## config.mk

```make
export PLATFORM = sky130hd
export DESIGN_NAME = vtw_vector_sequencer
export DESIGN_NICKNAME = d
export VERILOG_FILES = /design/src/rtl/vtw_vector_sequencer.sv
export SDC_FILE = /design/constraint.sdc
export NUM_CORES = 1
export LEC_CHECK = 0
export ABC_CLOCK_PERIOD_IN_PS = 3500
export BUFFER_PORTS_ARGS = -buffer_cell sky130_fd_sc_hd__buf_2
export CORE_MARGIN = 8
export CORE_UTILIZATION = 43
export DETAILED_ROUTE_END_ITERATION = 12
export GPL_TIMING_DRIVEN = 1
export PLACE_DENSITY = 0.6
export SLEW_MARGIN = 5
export SYNTH_ARGS = -nofsm -noshare
export SYNTH_HDL_FRONTEND = slang
export SYNTH_SLANG_ARGS = --single-unit
```

## constraint.sdc

```tcl
create_clock -name clk -period 3.5 [get_ports clk]
set_input_delay 0.7 -clock clk [delete_from_list [all_inputs] [get_ports clk]]
set_output_delay 0.7 -clock clk [all_outputs]
set_load 0.03 [all_outputs]
```

## src/rtl/vtw_vector_sequencer.sv

```systemverilog
// Vector sequencer: fetches vector records, expands repeats and paces tester cycles.
// Optional build macro VTW_SEQ_CYCLE_LIMIT_EN adds a cycle_limit input and a limit_hit flag.
module vtw_vector_sequencer #(
    parameter int INT_W = 32,
    parameter int RPT_W = 16,
    parameter int PER_W = 16
) (
    input  logic             clk,
    input  logic             rst_n,
    input  logic             start,
    input  logic             stop,
    input  logic [PER_W-1:0] period,
    input  logic             vec_valid,
    output logic             vec_ready,
    input  logic [RPT_W-1:0] vec_repeat,
    input  logic             vec_last,
    output logic             tester_sync,
    output logic [INT_W-1:0] cur_vector_number,
    output logic [INT_W-1:0] cur_cycle_number,
    output logic             busy,
    output logic             done,
`ifdef VTW_SEQ_CYCLE_LIMIT_EN
    input  logic [INT_W-1:0] cycle_limit,
    output logic             limit_hit,
`endif
    output logic             underrun
);

    typedef enum logic [1:0] {IDLE, FETCH, RUN, DONE} state_t;

    localparam logic [INT_W-1:0] ONE_I = 1;
    localparam logic [PER_W-1:0] ONE_P = 1;
    localparam logic [RPT_W-1:0] ONE_R = 1;

    state_t           state_reg, state_next;
    logic [PER_W-1:0] per_lat_reg, per_lat_next;
    logic [PER_W-1:0] per_cnt_reg, per_cnt_next;
    logic [RPT_W-1:0] rpt_left_reg, rpt_left_next;
    logic             last_flag_reg, last_flag_next;
    logic             first_reg, first_next;
    logic             sync_reg, sync_next;
    logic [INT_W-1:0] vec_num_reg, vec_num_next;
    logic [INT_W-1:0] cyc_num_reg, cyc_num_next;
    logic             underrun_reg, underrun_next;
    logic             at_boundary;
    logic             would_hit;
    logic             accept;

`ifdef VTW_SEQ_CYCLE_LIMIT_EN
    logic [INT_W-1:0] limit_reg, limit_next;
    logic             limit_hit_reg, limit_hit_next;

    // The first accept always lands on cycle 0, so only later ticks can reach the limit.
    assign would_hit = (limit_reg != '0) && !first_reg && ((cyc_num_reg + ONE_I) == limit_reg);
    assign limit_hit = limit_hit_reg;
`else
    assign would_hit = 1'b0;
`endif

    assign at_boundary = (state_reg == RUN) && (per_cnt_reg == '0) && (rpt_left_reg == '0);
    // A limit-terminated boundary must not consume a record it will never play.
    assign vec_ready   = !stop && ((state_reg == FETCH) ||
                                   (at_boundary && !last_flag_reg && !would_hit));
    assign accept      = vec_valid && vec_ready;

    always_comb begin
        state_next     = state_reg;
        per_lat_next   = per_lat_reg;
        per_cnt_next   = per_cnt_reg;
        rpt_left_next  = rpt_left_reg;
        last_flag_next = last_flag_reg;
        first_next     = first_reg;
        sync_next      = sync_reg;
        vec_num_next   = vec_num_reg;
        cyc_num_next   = cyc_num_reg;
        underrun_next  = underrun_reg;
`ifdef VTW_SEQ_CYCLE_LIMIT_EN
        limit_next     = limit_reg;
        limit_hit_next = limit_hit_reg;
`endif
        if (stop && (state_reg != IDLE)) begin
            state_next = IDLE;
        end else begin
            case (state_reg)
                IDLE: begin
                    if (start) begin
                        state_next    = FETCH;
                        per_lat_next  = (period == '0) ? ONE_P : period;
                        first_next    = 1'b1;
                        underrun_next = 1'b0;
`ifdef VTW_SEQ_CYCLE_LIMIT_EN
                        limit_next     = cycle_limit;
                        limit_hit_next = 1'b0;
`endif
                    end
                end
                FETCH, RUN: begin
                    if (accept) begin
                        state_next     = RUN;
                        sync_next      = !sync_reg;
                        vec_num_next   = first_reg ? '0 : vec_num_reg + ONE_I;
                        cyc_num_next   = first_reg ? '0 : cyc_num_reg + ONE_I;
                        first_next     = 1'b0;
                        rpt_left_next  = vec_repeat;
                        last_flag_next = vec_last;
                        per_cnt_next   = per_lat_reg - ONE_P;
                    end else if (state_reg == RUN) begin
                        if (per_cnt_reg != '0) begin
                            per_cnt_next = per_cnt_reg - ONE_P;
                        end else if (would_hit && !(rpt_left_reg == '0 && last_flag_reg)) begin
                            state_next = DONE;
`ifdef VTW_SEQ_CYCLE_LIMIT_EN
                            limit_hit_next = 1'b1;
`endif
                        end else if (rpt_left_reg != '0) begin
                            sync_next     = !sync_reg;
                            cyc_num_next  = cyc_num_reg + ONE_I;
                            rpt_left_next = rpt_left_reg - ONE_R;
                            per_cnt_next  = per_lat_reg - ONE_P;
                        end else if (last_flag_reg) begin
                            state_next = DONE;
                        end else begin
                            underrun_next = 1'b1;
                        end
                    end
                end
                DONE:    state_next = IDLE;
                default: state_next = IDLE;
            endcase
        end
    end

    always_ff @(posedge clk or negedge rst_n) begin
        if (!rst_n) begin
            state_reg     <= IDLE;
            per_lat_reg   <= '0;
            per_cnt_reg   <= '0;
            rpt_left_reg  <= '0;
            last_flag_reg <= 1'b0;
            first_reg     <= 1'b1;
            sync_reg      <= 1'b0;
            vec_num_reg   <= '0;
            cyc_num_reg   <= '0;
            underrun_reg  <= 1'b0;
`ifdef VTW_SEQ_CYCLE_LIMIT_EN
            limit_reg     <= '0;
            limit_hit_reg <= 1'b0;
`endif
        end else begin
            state_reg     <= state_next;
            per_lat_reg   <= per_lat_next;
            per_cnt_reg   <= per_cnt_next;
            rpt_left_reg  <= rpt_left_next;
            last_flag_reg <= last_flag_next;
            first_reg     <= first_next;
            sync_reg      <= sync_next;
            vec_num_reg   <= vec_num_next;
            cyc_num_reg   <= cyc_num_next;
            underrun_reg  <= underrun_next;
`ifdef VTW_SEQ_CYCLE_LIMIT_EN
            limit_reg     <= limit_next;
            limit_hit_reg <= limit_hit_next;
`endif
        end
    end

    assign tester_sync       = sync_reg;
    assign cur_vector_number = vec_num_reg;
    assign cur_cycle_number  = cyc_num_reg;
    assign busy              = (state_reg == FETCH) || (state_reg == RUN);
    assign done              = (state_reg == DONE);
    assign underrun          = underrun_reg;

endmodule
```

# [Word-level counts from Yosys, hierarchy flattened]
# Index checks and enable logic that the tools add are counted.
[classes] bitwise=1 n_reduce_logical=30 eq_ne=16 n_addsub=5 mux=37
[ops] op="$mux W32" n=6
[ops] op="$mux W16" n=9
[ops] op="$add A32 B1 Y32 const B" n=2
[ops] op="$logic_not A16 Y1" n=3
[ops] op="$sub A16 B1 Y16 const B" n=3
[ops] op="$reduce_bool A16 Y1" n=2
[ops] op="$ne A2 B2 Y1 const B" n=8
[ops] op="$ne A4 B4 Y1 const B" n=4
[ops] op="$mux W2" n=7
[ops] op="$mux W1" n=12
[ops] op="$reduce_and A5 Y1" n=2
[ops] op="$reduce_and A4 Y1" n=2
[ops] op="$reduce_and A8 Y1" n=1
[ops] op="$reduce_bool A2 Y1" n=4
[ops] op="$logic_and A1 B1 Y1" n=6
[ops] op="$pmux W2 S3" n=1
[ops] op="$reduce_and A3 Y1" n=2
[ops] op="$eq A2 B2 Y1 const B" n=2
[ops] op="$pmux W1 S2" n=2
[ops] op="$logic_not A1 Y1" n=3
[ops] op="$ne A3 B3 Y1 const B" n=1
[ops] op="$reduce_bool A3 Y1" n=1
[ops] op="$eq A2 B1 Y1 const B" n=1
[ops] op="$logic_not A2 Y1" n=1
[ops] op="other kinds (3)" n=4
[totals] in_bits=38 output_inout_bits=69 word_cells=99 reg_bits=118

# [Longest topological paths before layout]
[logic_depth] ltp_word=10 ltp_mapped=10 depth_no_buf=8

# [Worst setup path before layout]
# Ideal clock, no wire load.
[synth_path] path_type="register to output" from="reg rpt_left_reg[0]" to="out vec_ready" path_buffers=0 slack_ns=0.948 t_arrival_ns=1.852 path_stages_with_launch=8 path_cell_list="dfrtp_1 > inv_1 > ha_1 > nor3b_2 > nand4b_4 > nor3_1 > a31oi_1 > nor2_1"
[synth_via] elab_chain_cells=5
[synth_rtl] item="from (decl)" line_no="38" rtl="logic [RPT_W-1:0] rpt_left_reg, rpt_left_next;"
[synth_rtl] item="from (signal assigned)" line_no="153" rtl="rpt_left_reg <= rpt_left_next;"
[synth_rtl] item="$logic_not A16 Y1"
[synth_rtl] item="$logic_and A1 B1 Y1" line_no="60" rtl="assign at_boundary = (state_reg == RUN) && (per_cnt_reg == '0) && (rpt_left_reg == '0);"
[synth_rtl] item="$logic_and A1 B1 Y1" line_no="63" rtl="(at_boundary && !last_flag_reg && !would_hit));"
[synth_rtl] item="$logic_or A1 B1 Y1" line_no="62" rtl="assign vec_ready = !stop && ((state_reg == FETCH) ||"
[synth_rtl] item="$logic_and A1 B1 Y1" line_no="62"
[synth_rtl] item="to (decl)" line_no="14" rtl="output logic vec_ready,"
# Every way passes these cells.

# [Worst setup path in the final report]
# Same ends and word-level chain as after synthesis.

==> results.md <==
Outcome:
- The run finished with clean final reports.

Pwr:
- The share of power burned in combinational logic is 32.6%.
- The net switching fraction of the power is 39.3%.
- The switching component of the power is 2.39 mW.
- The total internal power is 3.69 mW.
- The worst IR drop on VDD is 0.463 mV.
- The clock network accounts for 30.6% of the total power.
- For this design the static power due to leakage is 3.55 nW.
- Registers are responsible for 36.8% of the overall power.
- The power density relative to cell area is 709 nW/µm².

Timing:
- Setup violations remaining at the end of the flow were counted as 0.
- The max-slew violation count was 0.
- The minimum clock period after layout is 3.27 ns.
- Derived from the worst setup path, the maximum achievable clock frequency is 305 MHz.
- The clock arrives with 0.0102 ns of skew.
- The final count of hold timing violations is 0.
- The part of the cycle the worst path needs is 93.5%.
- The post-route worst hold slack is 0.202 ns.
- Measured against its own limit, the worst slew margin works out to 46.4%.
- The total negative slack for setup checks is 0 ns.
- At the pin with the least slew margin, the transition time is 0.801 ns.
- Setup repair after global routing left no endpoint under its margin.

Setup path:
- Among all stages on the critical path, the largest delay is contributed by sky130_fd_sc_hd__nor3b_2.
- The worst path buffer plus inverter count is 2.
- The endpoint identified for the worst register-to-register timing path is cur_cycle_number[8].
- For this run, the slowest stage of the critical path takes 0.39 ns.
- The kind of start point of the critical path is a register.
- The startpoint identified for the worst register-to-register timing path is rpt_left_reg[0].
- The critical path data arrival time is 2.57 ns.
- Among cell families on the critical path, the largest total delay comes from simple AND/OR/NAND/NOR gates.
- The flop-to-flop setup slack is 0.50 ns.
- The setup path with the least slack is of type register to primary output.
- Walking the worst path, the cells encountered are inv_1, ha_1, nor3b_2, nand4b_4, nor3_1, a31oi_1, nor2_1, buf_2.
- The path length in cells of the critical path is 8.
- Along the worst path, the maximum fanout reaches 8.
- The cell depth of the worst flop-to-flop path is 8.
- STA classifies the critical path endpoint as a primary output.
- For the worst setup path, the data required time is 2.80 ns.

Synth:
- The number of synthesized register bits is 118.
- The average instance in the mapped netlist occupies 8.87 µm².
- The Yosys step of the flow raised 0 warnings.
- The portion of the post-synthesis area used by sequential elements is 41.6%.
- The number of distinct standard cells referenced by the synthesized netlist is 71.
- After synthesis, the share of flip-flops with an asynchronous set or reset is 100%.
- The synthesized netlist net count is 849.
- The number of enable flip-flop cells after synthesis is 0.
- The combined area of all synthesized cells is 7100 µm².
- In the synthesized netlist, the number of instances is 801.
- The most used flip-flop cell after synthesis is sky130_fd_sc_hd__dfrtp_1.

Routing:
- The detailed router finished its first iteration with 597 violations.
- The overall via count from detail_route is 6,865.
- The total wire length after detailed routing is 21,000 µm.
- The via density per instance is 6.02.
- The post-route antenna net violation count is 0.
- The DRC violations left is 0.
- The first TritonRoute pass finished after 5 iterations.
- After detailed routing, the average wire length per cell comes to 18.4 µm.

Floorplan:
- In this run the standard cell core region covers 16,300 µm².
- The effective utilization at floorplan is 43.4%.
- The floorplan has 47 rows.
- The I/O pin count is 107.
- The floorplan step set the die width to 145 µm.
- The overall die height is 145 µm.
- The die covers 20,900 µm².

GRT:
- The pin count of the biggest net entering global routing is 59.
- The first-pass GRT wire length is 35,200 µm.
- The number of global-route vias before repair is 6,827.
- Summed over all layers, the global routing overflow is 0.
- The initial antenna violation count was 0.
- Global routing used 21.1% of the available tracks.

Clock tree:
- The count of cells resized by post-cts repair is 0.
- The clock insertion delay at the later pin of the skew report is 0.42 ns.
- The number of clock buffers added by TritonCTS is 17.
- In this run the post-CTS setup repair buffer count came out at 0.
- The CTS tree is yes.
- The CTS clock-pin slew for the worst setup and hold paths is 0.05 ns.
- The buffer type at the clock tree root is sky130_fd_sc_hd__clkbuf_16.
- The clock passes through at most 2 buffers.
- The H-tree generated during clock tree synthesis spans 4 levels.
- For this design, the CTS-stage hold fixing added 0 buffers.
- Counting every sink on the clock net gives 118.

Finish:
- Summing all flip-flop and latch instances after layout gives 2950 µm².
- The total of fill cells in the finished design is 1,625.
- The ratio of cells with drive above 1 in the final layout is 21.3%.
- Relative to the synthesized area, the layout overhead comes to 20.6%.
- The combined area of the multi-input logic cells is 3890 µm².
- The final-stage net count is 955.

Run:
- The max-capacitance violation count is 0.

Hold path:
- The path category of the worst min-delay check is primary input to asynchronous set/reset pin.

Placement:
- The placed wire-length estimate after detailed placement is 14,800 µm.
- The placer's final routability congestion estimate is 0.816.
- The number of port buffers is 106.
-- placed cells by master, fill, tap and decap left out, types with 11 or more instances in the layout --
master                      count
sky130_fd_sc_hd__mux2_2        16
sky130_fd_sc_hd__nand4_1       19
sky130_fd_sc_hd__nand2_1       92
sky130_fd_sc_hd__nand3_1       42
sky130_fd_sc_hd__o31ai_1       13
sky130_fd_sc_hd__o21ai_1       14
sky130_fd_sc_hd__buf_4         22
sky130_fd_sc_hd__buf_2        105
sky130_fd_sc_hd__inv_1         26
sky130_fd_sc_hd__nor2_1        41
sky130_fd_sc_hd__nor3_1        31
sky130_fd_sc_hd__o22ai_1       11
sky130_fd_sc_hd__a22o_1        23
sky130_fd_sc_hd__a2bb2oi_1     21
sky130_fd_sc_hd__or3_1         12
sky130_fd_sc_hd__nor4_1        23
sky130_fd_sc_hd__clkbuf_16     17
sky130_fd_sc_hd__a21oi_1       43
sky130_fd_sc_hd__o21ai_0       65
sky130_fd_sc_hd__dfrtp_1      117
-- routing by layer --
layer	vias up	GRT usage (%)	part of all wire, %
li1	3270	-	-
met1	3416	27.8	45
met2	163	33.9	49
met3	16	4.79	5.6
met4	0	5.97	0.88
met5	-	0	0
-- cell families after synthesis --
family / Yosys count / synth area share (%)
xor+xnor: 16 / 1.97
fa+ha+maj: 10 / 1.76
buf+inv: 68 / 4.00
compound gates: 254 / 24.5
simple gates: 315 / 23.0
mux: 20 / 3.10
flops: 118 / 41.6
-- metrics by stage --
step                util, %  power (mW)  cells  setup WS (ns)  instance area, µm²
global route           52.4        6.45   1140         0.0762                8570
finish                 52.4        6.08   1141          0.226                8570
floorplan                 -        3.58    801          0.948                7100
detailed placement     48.6        4.22   1108          0.516                7940
CTS                    52.4        6.11   1140          0.238                8570
global placement       48.6        4.15   1108          0.597                7940
-- power by group through the flow --
stage	Combinational, mW	Clock, mW	Sequential [mW]
after floorplan	1.33	0	2.24
after global placement	1.93	0	2.22
after detailed placement	1.98	0	2.24
after CTS	1.99	1.89	2.22
after global routing	2.20	1.95	2.30
final	1.98	1.86	2.24
-- worst max path at each step --
stage                    startpoint                   end  slack [ns]
floorplan           rpt_left_reg[0]             vec_ready        0.95
global placement    rpt_left_reg[0]   cur_cycle_number[5]        0.60
detailed placement  rpt_left_reg[0]  cur_cycle_number[10]        0.52
CTS                 rpt_left_reg[0]             vec_ready        0.24
global route        rpt_left_reg[1]             vec_ready        0.08
finish              rpt_left_reg[0]             vec_ready        0.23
-- cell type report --
type / count / share of cell area, %
clock inverters: 13 / 2.09
flip-flops and latches: 118 / 34.5
repair buffers: 129 / 8.53
multi-input cells: 615 / 45.4
well taps: 220 / 3.21
inverters: 26 / 1.14
diodes: 1 / 0.0292
clock buffers: 19 / 5.17
-- cells in the mapped netlist, drive strengths merged, types with 3 or more instances --
master	count	area (µm²)
o221ai	3	26.3
or2	3	18.8
a22o	23	201
a21oi	45	240
dfrtp	117	2930
nand3b	3	22.5
o22a	3	26.3
o41ai	6	52.6
ha	10	125
nand2	93	352
nor2b	5	31.3
nor3b	4	35.0
and4	4	35.0
or3	12	75.1
o21a	5	37.5
o21ai	79	395
and3	8	50.1
nor4	25	178
inv	26	97.6
nor2	42	158
o2bb2ai	4	35.0
xor2	6	52.6
a221o	3	30.0
nand3	42	210
nand4	20	131
a22oi	4	30.0
clkbuf	31	116
a31oi	7	43.8
xnor2	10	87.6
or4	10	75.1
mux2i	4	40.0
mux2	16	180
nor3	31	155
o31ai	13	97.6
a2bb2oi	21	184
nand2b	7	43.8
o22ai	11	68.8
a2111oi	9	110
buf	11	70.1
-- worst reg2reg max path: stages, from the launching register on --
cell	delay (ns)
sky130_fd_sc_hd__dfrtp_1	0.38
sky130_fd_sc_hd__inv_1	0.09
sky130_fd_sc_hd__ha_1	0.19
sky130_fd_sc_hd__nor3b_2	0.39
sky130_fd_sc_hd__nand4b_4	0.21
sky130_fd_sc_hd__or3_1	0.48
sky130_fd_sc_hd__a41oi_4	0.52
sky130_fd_sc_hd__nor2_1	0.33
sky130_fd_sc_hd__a22o_1	0.29
Note: power is estimated with default switching activity, not from simulation.
